<file path="config.mk">
export PLATFORM = sky130hd
export DESIGN_NAME = mips_rtype_core
export DESIGN_NICKNAME = d
export VERILOG_FILES = /design/src/rtl/mips_pkg.sv /design/src/rtl/mips_rtype_alu.sv /design/src/rtl/mips_rtype_core.sv
export SDC_FILE = /design/constraint.sdc
export NUM_CORES = 2
export LEC_CHECK = 0
export ABC_AREA = 1
export BUFFER_PORTS_ARGS = -buffer_cell sky130_fd_sc_hd__buf_4
export CAP_MARGIN = 20
export CELL_PAD_IN_SITES_DETAIL_PLACEMENT = 1
export CELL_PAD_IN_SITES_GLOBAL_PLACEMENT = 2
export CORE_MARGIN = 8
export CORE_UTILIZATION = 30
export DETAILED_ROUTE_END_ITERATION = 8
export PLACE_DENSITY = 0.76
export SYNTH_ARGS = -nofsm -noshare
export SYNTH_HDL_FRONTEND = slang
export SYNTH_HIERARCHICAL = 1
export SYNTH_SLANG_ARGS = --single-unit
</file>
<file path="constraint.sdc">
create_clock -name clk -period 45.8 [get_ports clk]
set_clock_uncertainty 0.15 [all_clocks]
set_input_delay 2.29 -clock clk [delete_from_list [all_inputs] [get_ports clk]]
set_output_delay 2.29 -clock clk [all_outputs]
set_load 0.01 [all_outputs]
</file>
<file path="src/rtl/mips_pkg.sv">
// Shared definitions for the multi-cycle MIPS R/I-type core: opcode and funct
// encodings, FSM states, ALU operation codes and the instruction decoder.
package mips_pkg;

    localparam logic [5:0] OP_RTYPE = 6'h00;
    localparam logic [5:0] OP_ADDI  = 6'h08;
    localparam logic [5:0] OP_ORI   = 6'h0D;

    localparam logic [5:0] F_SLL    = 6'h00;
    localparam logic [5:0] F_SRL    = 6'h02;
    localparam logic [5:0] F_SRA    = 6'h03;
    localparam logic [5:0] F_ADD    = 6'h20;
    localparam logic [5:0] F_ADDU   = 6'h21;
    localparam logic [5:0] F_SUB    = 6'h22;
    localparam logic [5:0] F_SUBU   = 6'h23;
    localparam logic [5:0] F_AND    = 6'h24;
    localparam logic [5:0] F_OR     = 6'h25;
    localparam logic [5:0] F_XOR    = 6'h26;
    localparam logic [5:0] F_NOR    = 6'h27;
    localparam logic [5:0] F_SLT    = 6'h2A;
    localparam logic [5:0] F_SLTU   = 6'h2B;

    typedef enum logic [1:0] {
        S_IDLE = 2'd0,
        S_READ = 2'd1,
        S_EXEC = 2'd2,
        S_WB   = 2'd3
    } state_e;

    typedef enum logic [3:0] {
        ALU_ADD     = 4'd0,
        ALU_ADDU    = 4'd1,
        ALU_SUB     = 4'd2,
        ALU_SUBU    = 4'd3,
        ALU_AND     = 4'd4,
        ALU_OR      = 4'd5,
        ALU_XOR     = 4'd6,
        ALU_NOR     = 4'd7,
        ALU_SLT     = 4'd8,
        ALU_SLTU    = 4'd9,
        ALU_SLL     = 4'd10,
        ALU_SRL     = 4'd11,
        ALU_SRA     = 4'd12,
        ALU_ILLEGAL = 4'd13
    } alu_op_e;

    // Field view of a 32-bit instruction word; imm is {rd, shamt, funct}.
    typedef struct packed {
        logic [5:0] opcode;
        logic [4:0] rs;
        logic [4:0] rt;
        logic [4:0] rd;
        logic [4:0] shamt;
        logic [5:0] funct;
    } instr_t;

    // Map opcode/funct to an ALU operation; anything unsupported is ALU_ILLEGAL.
    // addi shares the checked adder with add so it flags signed overflow too.
    function automatic alu_op_e decode_op(input logic [5:0] opcode, input logic [5:0] funct);
        alu_op_e op;
        op = ALU_ILLEGAL;
        case (opcode)
            OP_RTYPE: begin
                case (funct)
                    F_ADD:   op = ALU_ADD;
                    F_ADDU:  op = ALU_ADDU;
                    F_SUB:   op = ALU_SUB;
                    F_SUBU:  op = ALU_SUBU;
                    F_AND:   op = ALU_AND;
                    F_OR:    op = ALU_OR;
                    F_XOR:   op = ALU_XOR;
                    F_NOR:   op = ALU_NOR;
                    F_SLT:   op = ALU_SLT;
                    F_SLTU:  op = ALU_SLTU;
                    F_SLL:   op = ALU_SLL;
                    F_SRL:   op = ALU_SRL;
                    F_SRA:   op = ALU_SRA;
                    default: op = ALU_ILLEGAL;
                endcase
            end
            OP_ADDI: op = ALU_ADD;
            OP_ORI:  op = ALU_OR;
            default: op = ALU_ILLEGAL;
        endcase
        return op;
    endfunction

    // I-type instructions take their second operand from imm and write rt.
    function automatic logic is_itype(input logic [5:0] opcode);
        return (opcode == OP_ADDI) || (opcode == OP_ORI);
    endfunction

endpackage

</file>
<file path="src/rtl/mips_rtype_alu.sv">
// Combinational ALU for the MIPS core: arithmetic, logic, compare and shifts,
// with signed-overflow and illegal-operation flags.
module mips_rtype_alu
    import mips_pkg::*;
#(
    parameter int DATA_WIDTH = 32
) (
    input  logic [DATA_WIDTH-1:0] a,
    input  logic [DATA_WIDTH-1:0] b,
    input  logic [4:0]            shamt,
    input  alu_op_e               alu_op,
    output logic [DATA_WIDTH-1:0] y,
    output logic                  ovf,
    output logic                  illegal
);

    localparam int MSB = DATA_WIDTH - 1;

    logic [DATA_WIDTH-1:0] w_sum;
    logic [DATA_WIDTH-1:0] w_diff;
    logic                  w_shift_oob;
    logic                  w_lt_signed;
    logic                  w_lt_unsigned;

    assign w_sum         = a + b;
    assign w_diff        = a - b;
    // shamt can reach 31, which exceeds the width when DATA_WIDTH is small.
    assign w_shift_oob   = (int'(shamt) >= DATA_WIDTH);
    assign w_lt_signed   = ($signed(a) < $signed(b));
    assign w_lt_unsigned = (a < b);

    // Select the result and flags for the requested operation.
    always_comb begin
        y       = {DATA_WIDTH{1'b0}};
        ovf     = 1'b0;
        illegal = 1'b0;
        case (alu_op)
            ALU_ADD: begin
                y   = w_sum;
                ovf = (a[MSB] == b[MSB]) && (w_sum[MSB] != a[MSB]);
            end
            ALU_ADDU: y = w_sum;
            ALU_SUB: begin
                y   = w_diff;
                ovf = (a[MSB] != b[MSB]) && (w_diff[MSB] != a[MSB]);
            end
            ALU_SUBU: y = w_diff;
            ALU_AND:  y = a & b;
            ALU_OR:   y = a | b;
            ALU_XOR:  y = a ^ b;
            ALU_NOR:  y = ~(a | b);
            ALU_SLT:  y = {{MSB{1'b0}}, w_lt_signed};
            ALU_SLTU: y = {{MSB{1'b0}}, w_lt_unsigned};
            ALU_SLL: begin
                if (w_shift_oob) begin
                    y = {DATA_WIDTH{1'b0}};
                end else begin
                    y = b << shamt;
                end
            end
            ALU_SRL: begin
                if (w_shift_oob) begin
                    y = {DATA_WIDTH{1'b0}};
                end else begin
                    y = b >> shamt;
                end
            end
            ALU_SRA: begin
                if (w_shift_oob) begin
                    y = {DATA_WIDTH{b[MSB]}};
                end else begin
                    y = $unsigned($signed(b) >>> shamt);
                end
            end
            ALU_ILLEGAL: begin
                y       = {DATA_WIDTH{1'b0}};
                illegal = 1'b1;
            end
            default: begin
                y       = {DATA_WIDTH{1'b0}};
                illegal = 1'b1;
            end
        endcase
    end

endmodule

</file>
<file path="src/rtl/mips_rtype_core.sv">
// Multi-cycle MIPS R/I-type core: accepts one instruction per handshake, then
// reads the internal register file, executes and writes back over four cycles.
module mips_rtype_core
    import mips_pkg::*;
#(
    parameter int DATA_WIDTH = 32,
    parameter int ZERO_REG   = 1
) (
    input  logic                  clk,
    input  logic                  rst,
    input  logic                  instr_valid,
    output logic                  instr_ready,
    input  logic [31:0]           instruction,
    output logic [DATA_WIDTH-1:0] result,
    output logic                  result_valid,
    output logic                  ovf,
    output logic                  illegal,
    input  logic [4:0]            dbg_addr,
    output logic [DATA_WIDTH-1:0] dbg_data
);

    localparam logic ZERO_EN = (ZERO_REG != 0);

    state_e                r_state;
    instr_t                r_instr;
    logic [DATA_WIDTH-1:0] r_regs [32];
    logic [DATA_WIDTH-1:0] r_op_a;
    logic [DATA_WIDTH-1:0] r_op_b;
    logic [DATA_WIDTH-1:0] r_result;
    logic                  r_result_valid;
    logic                  r_ovf;
    logic                  r_illegal;
    logic                  r_ready;

    logic [15:0]           w_imm;
    logic [DATA_WIDTH-1:0] w_imm_ext;
    logic [DATA_WIDTH-1:0] w_rs_data;
    logic [DATA_WIDTH-1:0] w_rt_data;
    logic [DATA_WIDTH-1:0] w_op_b_src;
    logic                  w_itype;
    alu_op_e               w_alu_op;
    logic [4:0]            w_dest;
    logic                  w_wb_en;
    logic [DATA_WIDTH-1:0] w_alu_y;
    logic                  w_alu_ovf;
    logic                  w_alu_illegal;

    // The held instruction word drives decode for the whole READ..WB sequence.
    assign w_imm    = {r_instr.rd, r_instr.shamt, r_instr.funct};
    assign w_itype  = is_itype(r_instr.opcode);
    assign w_alu_op = decode_op(r_instr.opcode, r_instr.funct);
    assign w_dest   = w_itype ? r_instr.rt : r_instr.rd;

    // Register reads; register 0 is hard-wired to zero when enabled.
    assign w_rs_data = (ZERO_EN && (r_instr.rs == 5'd0)) ? {DATA_WIDTH{1'b0}} : r_regs[r_instr.rs];
    assign w_rt_data = (ZERO_EN && (r_instr.rt == 5'd0)) ? {DATA_WIDTH{1'b0}} : r_regs[r_instr.rt];
    assign dbg_data  = (ZERO_EN && (dbg_addr == 5'd0))   ? {DATA_WIDTH{1'b0}} : r_regs[dbg_addr];

    // Immediate extension: addi sign-extends, ori zero-extends.
    always_comb begin
        w_imm_ext = {DATA_WIDTH{1'b0}};
        if (r_instr.opcode == OP_ADDI) begin
            w_imm_ext = DATA_WIDTH'($signed(w_imm));
        end else begin
            w_imm_ext = DATA_WIDTH'(w_imm);
        end
    end

    assign w_op_b_src = w_itype ? w_imm_ext : w_rt_data;

    // Writeback is dropped on overflow, on illegal ops and for a hard-wired $0.
    assign w_wb_en = !r_ovf && !r_illegal && !(ZERO_EN && (w_dest == 5'd0));

    mips_rtype_alu #(
        .DATA_WIDTH (DATA_WIDTH)
    ) u_alu (
        .a       (r_op_a),
        .b       (r_op_b),
        .shamt   (r_instr.shamt),
        .alu_op  (w_alu_op),
        .y       (w_alu_y),
        .ovf     (w_alu_ovf),
        .illegal (w_alu_illegal)
    );

    // Control FSM with registered outputs and the register file write port.
    always_ff @(posedge clk or posedge rst) begin
        if (rst) begin
            r_state        <= S_IDLE;
            r_instr        <= '{default: '0};
            r_op_a         <= {DATA_WIDTH{1'b0}};
            r_op_b         <= {DATA_WIDTH{1'b0}};
            r_result       <= {DATA_WIDTH{1'b0}};
            r_result_valid <= 1'b0;
            r_ovf          <= 1'b0;
            r_illegal      <= 1'b0;
            r_ready        <= 1'b1;
            for (int i = 0; i < 32; i++) begin
                r_regs[i] <= {DATA_WIDTH{1'b0}};
            end
        end else begin
            r_result_valid <= 1'b0;
            case (r_state)
                S_IDLE: begin
                    if (instr_valid && r_ready) begin
                        r_instr <= instr_t'(instruction);
                        r_ready <= 1'b0;
                        r_state <= S_READ;
                    end else begin
                        r_ready <= 1'b1;
                        r_state <= S_IDLE;
                    end
                end
                S_READ: begin
                    r_op_a  <= w_rs_data;
                    r_op_b  <= w_op_b_src;
                    r_state <= S_EXEC;
                end
                S_EXEC: begin
                    r_result       <= w_alu_y;
                    r_ovf          <= w_alu_ovf;
                    r_illegal      <= w_alu_illegal;
                    r_result_valid <= 1'b1;
                    r_state        <= S_WB;
                end
                S_WB: begin
                    if (w_wb_en) begin
                        r_regs[w_dest] <= r_result;
                    end
                    r_ready <= 1'b1;
                    r_state <= S_IDLE;
                end
                default: begin
                    r_ready <= 1'b1;
                    r_state <= S_IDLE;
                end
            endcase
        end
    end

    assign instr_ready  = r_ready;
    assign result       = r_result;
    assign result_valid = r_result_valid;
    assign ovf          = r_ovf;
    assign illegal      = r_illegal;

endmodule
</file>
==> qor.yml <==
status: "finished clean"
yosys.area.top_type: "dfrtp_1"
synth_warnings: 6
synth_edf_count: 0
cts_setup_buffers: 0
worstPathArrival_ps: 6890
pwr-share-comb_pct: 56.4
synth.cell_area_sq_um: 85150
vias: 99777
cts_hold_buf: 0
antenna_found_initial: 26
design_area_sq_um: 93420
wl_met3_um: 44360
ant_nets: 0
cts.sinks: 1158
port_buffers: 107
die_h_um: 548.8
ys_ff_latch: 1158
drc: 0
grt-ovfl-total: 0
totalWireLength_um: 500100
synth_top_cell_area_share_pct: 34.00
worstRegToRegCells: 11
synth_area_leaders: "dfrtp_1, nand2_1, nand3_1, o21ai_0, nor2_1"
ys_seq_area_share_pct: 34.03
clkLatencyLatePin_ps: 890
powerDensity_nw_per_um2: 68.71
power_switching_mw: 3.688
rsz0062_at_grt: "false"
drtIter0Drc: 12111
fmax_ghz: 0.1072
min_path_cells: 0
register_area_sq_um: 29040
setup_tns_ps: 0
cap_violations: 0
post_drt_wl_per_cell_um: 29.51
cp-end-kind: "output pin"
grt_pass1_vias: 96804
grt_max_degree: 157
wl_met2_um: 212000
synthArstFlopShare_pct: 100.0
p_int_mw: 2.731
synth.avg_cell_area_sq_um: 6.198
syn-num-nets: 13881
area_growth_pct: 9.705
top_layer_used: "met5"
ys_types: 48
routabilityCongestion: 0.9488
peakVddDrop_uv: 59.29
required_ps: 43360
rows: 195
grt_pass1_wl_um: 716400
setup_viol: 0
layout.nets: 13217
tightest_slew_ps: 1177
track_usage_pct: 31.89
slew_headroom_pct: 21.34
cts_root_buffer: "clkbuf_16"
initial_core_util_pct: 30.16
crit_type: "primary input to output pin"
swShare_pct: 57.45
multi_input_area_sq_um: 48690
postCtsResizedCells: 0
syn_inst: 13738
hold_path.class: "flip-flop to flip-flop"
fill_cells: 36270
hold-worst-slack_ps: 283.4
fin_crit_sh_pct: 20.37
drive_gt1_share_pct: 5.911
hpwl_um: 312600
p_seq_share_pct: 22.8
p_leak_nw: 45.46
core_sq_um: 282300
cts-buffers-inserted: 159
drt_pass1_iterations: 6
cts_buffer_depth: 4
clk_pin_slew_worst_paths_ps: 60
vias_per_cell: 5.887
dieWidth_um: 548.8
io_pins: 108
cp_max_fo: 99
routedLengthMet1_um: 210200
hold_violations: 0
die_area_sq_um: 301100
postPlaceCellArea_sq_um: 88040
period_needed_ps: 9329
clkPwrFrac_pct: 20.7
critPathLaunchType: "primary input"
slew_viol_final: 0
synthFlopType: "dfrtp_1"
htreeDepth: 4
tritoncts: "built"
-- logic make-up after synthesis --
| logic type | after synthesis | share of synthesized area [%] |
|---|---|---|
| mux | 13 | 0.1719 |
| compound gates | 2398 | 15.71 |
| xor+xnor | 2 | 0.02058 |
| fa+ha+maj | 103 | 1.531 |
| flops | 1158 | 34.03 |
| buf+inv | 1884 | 9.001 |
| simple gates | 8180 | 39.53 |
-- critical path, cell delays in order --
cell and delay (ps):
buf_8 490, buf_4 720, buf_4 680, buf_4 780, nor2_1 110, o211ai_1 200
nand3_1 120, nand2_1 110, nor2_1 50, nor2_1 810, buf_4 260
-- path summary, 6_finish.rpt --
kind                                    from  slack (ps)      endpoint
worst min-delay path            r_regs[1011]         280  r_regs[1011]
worst max register to register   r_instr[16]       39630     r_op_b[8]
max in group asynchronous                rst       40400   r_instr[20]
worst min register to register  r_regs[1011]         280  r_regs[1011]
worst max-delay path             dbg_addr[0]       36470  dbg_data[11]
min in group asynchronous                rst        1370   r_regs[530]
-- flip-flops by register name, summed over array words and instances (netlist names) --
register      count
r_op_a           32
r_op_b           32
illegal           1
r_instr          32
r_state           2
result           32
r_regs         1024
instr_ready       1
result_valid      1
ovf               1
-- metal layers --
| layer | vias to the layer above | track usage [%] |
|---|---|---|
| met3 | 1138 | 5.755 |
| met4 | 12 | 17.85 |
| met2 | 4812 | 48.10 |
| met5 | - | 0 |
| li1 | 43614 | - |
| met1 | 50201 | 42.98 |
-- power by group through the flow --
stage | logic [mW] | registers, mW | clock network [mW]
floorplan | 2.08 | 1.31 | 0
global placement | 3.47 | 1.46 | 0
detailed placement | 3.50 | 1.47 | 0
CTS | 3.51 | 1.45 | 1.34
global route | 3.82 | 1.47 | 1.38
finish | 3.62 | 1.46 | 1.33
-- layout by cell type (no fill, tap or decap), types with 12 or more instances in the layout --
cell type	instances
o221ai_1	96
nor2_4	22
dfrtp_1	1119
nand3_1	2099
clkbuf_1	29
mux2_2	13
ha_1	100
o21a_1	20
o22ai_1	95
buf_4	349
bufinv_16	12
inv_2	17
buf_12	14
o211ai_1	227
clkbuf_16	163
inv_1	662
nand4_1	37
o21ai_0	1131
nand2_2	38
nor3_1	36
clkbuf_8	34
dfrtp_2	31
a21oi_1	715
nor2_1	1096
clkinv_2	32
nand2_1	4814
a21boi_0	73
-- stage by stage --
stage / power, mW / setup slack [ps] / cells / util (%)
2_1_floorplan: 3.384 / 10750 / 13738 / -
3_3_place_gp: 4.935 / 36670 / 16655 / 31.18
3_5_place_dp: 4.964 / 36640 / 16656 / 31.19
4_1_cts: 6.304 / 36650 / 16939 / 33.08
5_1_grt: 6.665 / 36340 / 16940 / 33.09
6_report: 6.419 / 36470 / 16948 / 33.09
-- cell type report --
| class | count | share of cell area [%] |
|---|---|---|
| multi-input combinational | 10696 | 52.13 |
| sequential | 1158 | 31.09 |
| tap | 3743 | 5.013 |
| clock buffer | 225 | 4.969 |
| timing repair buffer | 367 | 3.164 |
| inverter | 692 | 2.854 |
| clock inverter | 58 | 0.7594 |
| antenna | 9 | 0.02411 |
-- synthesized netlist by cell type (all sizes together) (6+ instances only) --
| cell type | instances |
|---|---|
| or2 | 6 |
| o21a | 20 |
| clkinv | 6 |
| a31oi | 8 |
| a21boi | 73 |
| o221ai | 96 |
| nand3b | 6 |
| a21oi | 715 |
| nor3 | 37 |
| nand2 | 4853 |
| a211oi | 10 |
| nand4 | 37 |
| nor2 | 1125 |
| o22ai | 95 |
| dfrtp | 1157 |
| o211ai | 227 |
| inv | 686 |
| mux2 | 13 |
| o21bai | 9 |
| buf | 372 |
| and2 | 11 |
| ha | 101 |
| o21ai | 1137 |
| nand3 | 2100 |
| clkbuf | 820 |
No activity file was read; power rests on OpenSTA's default activity.
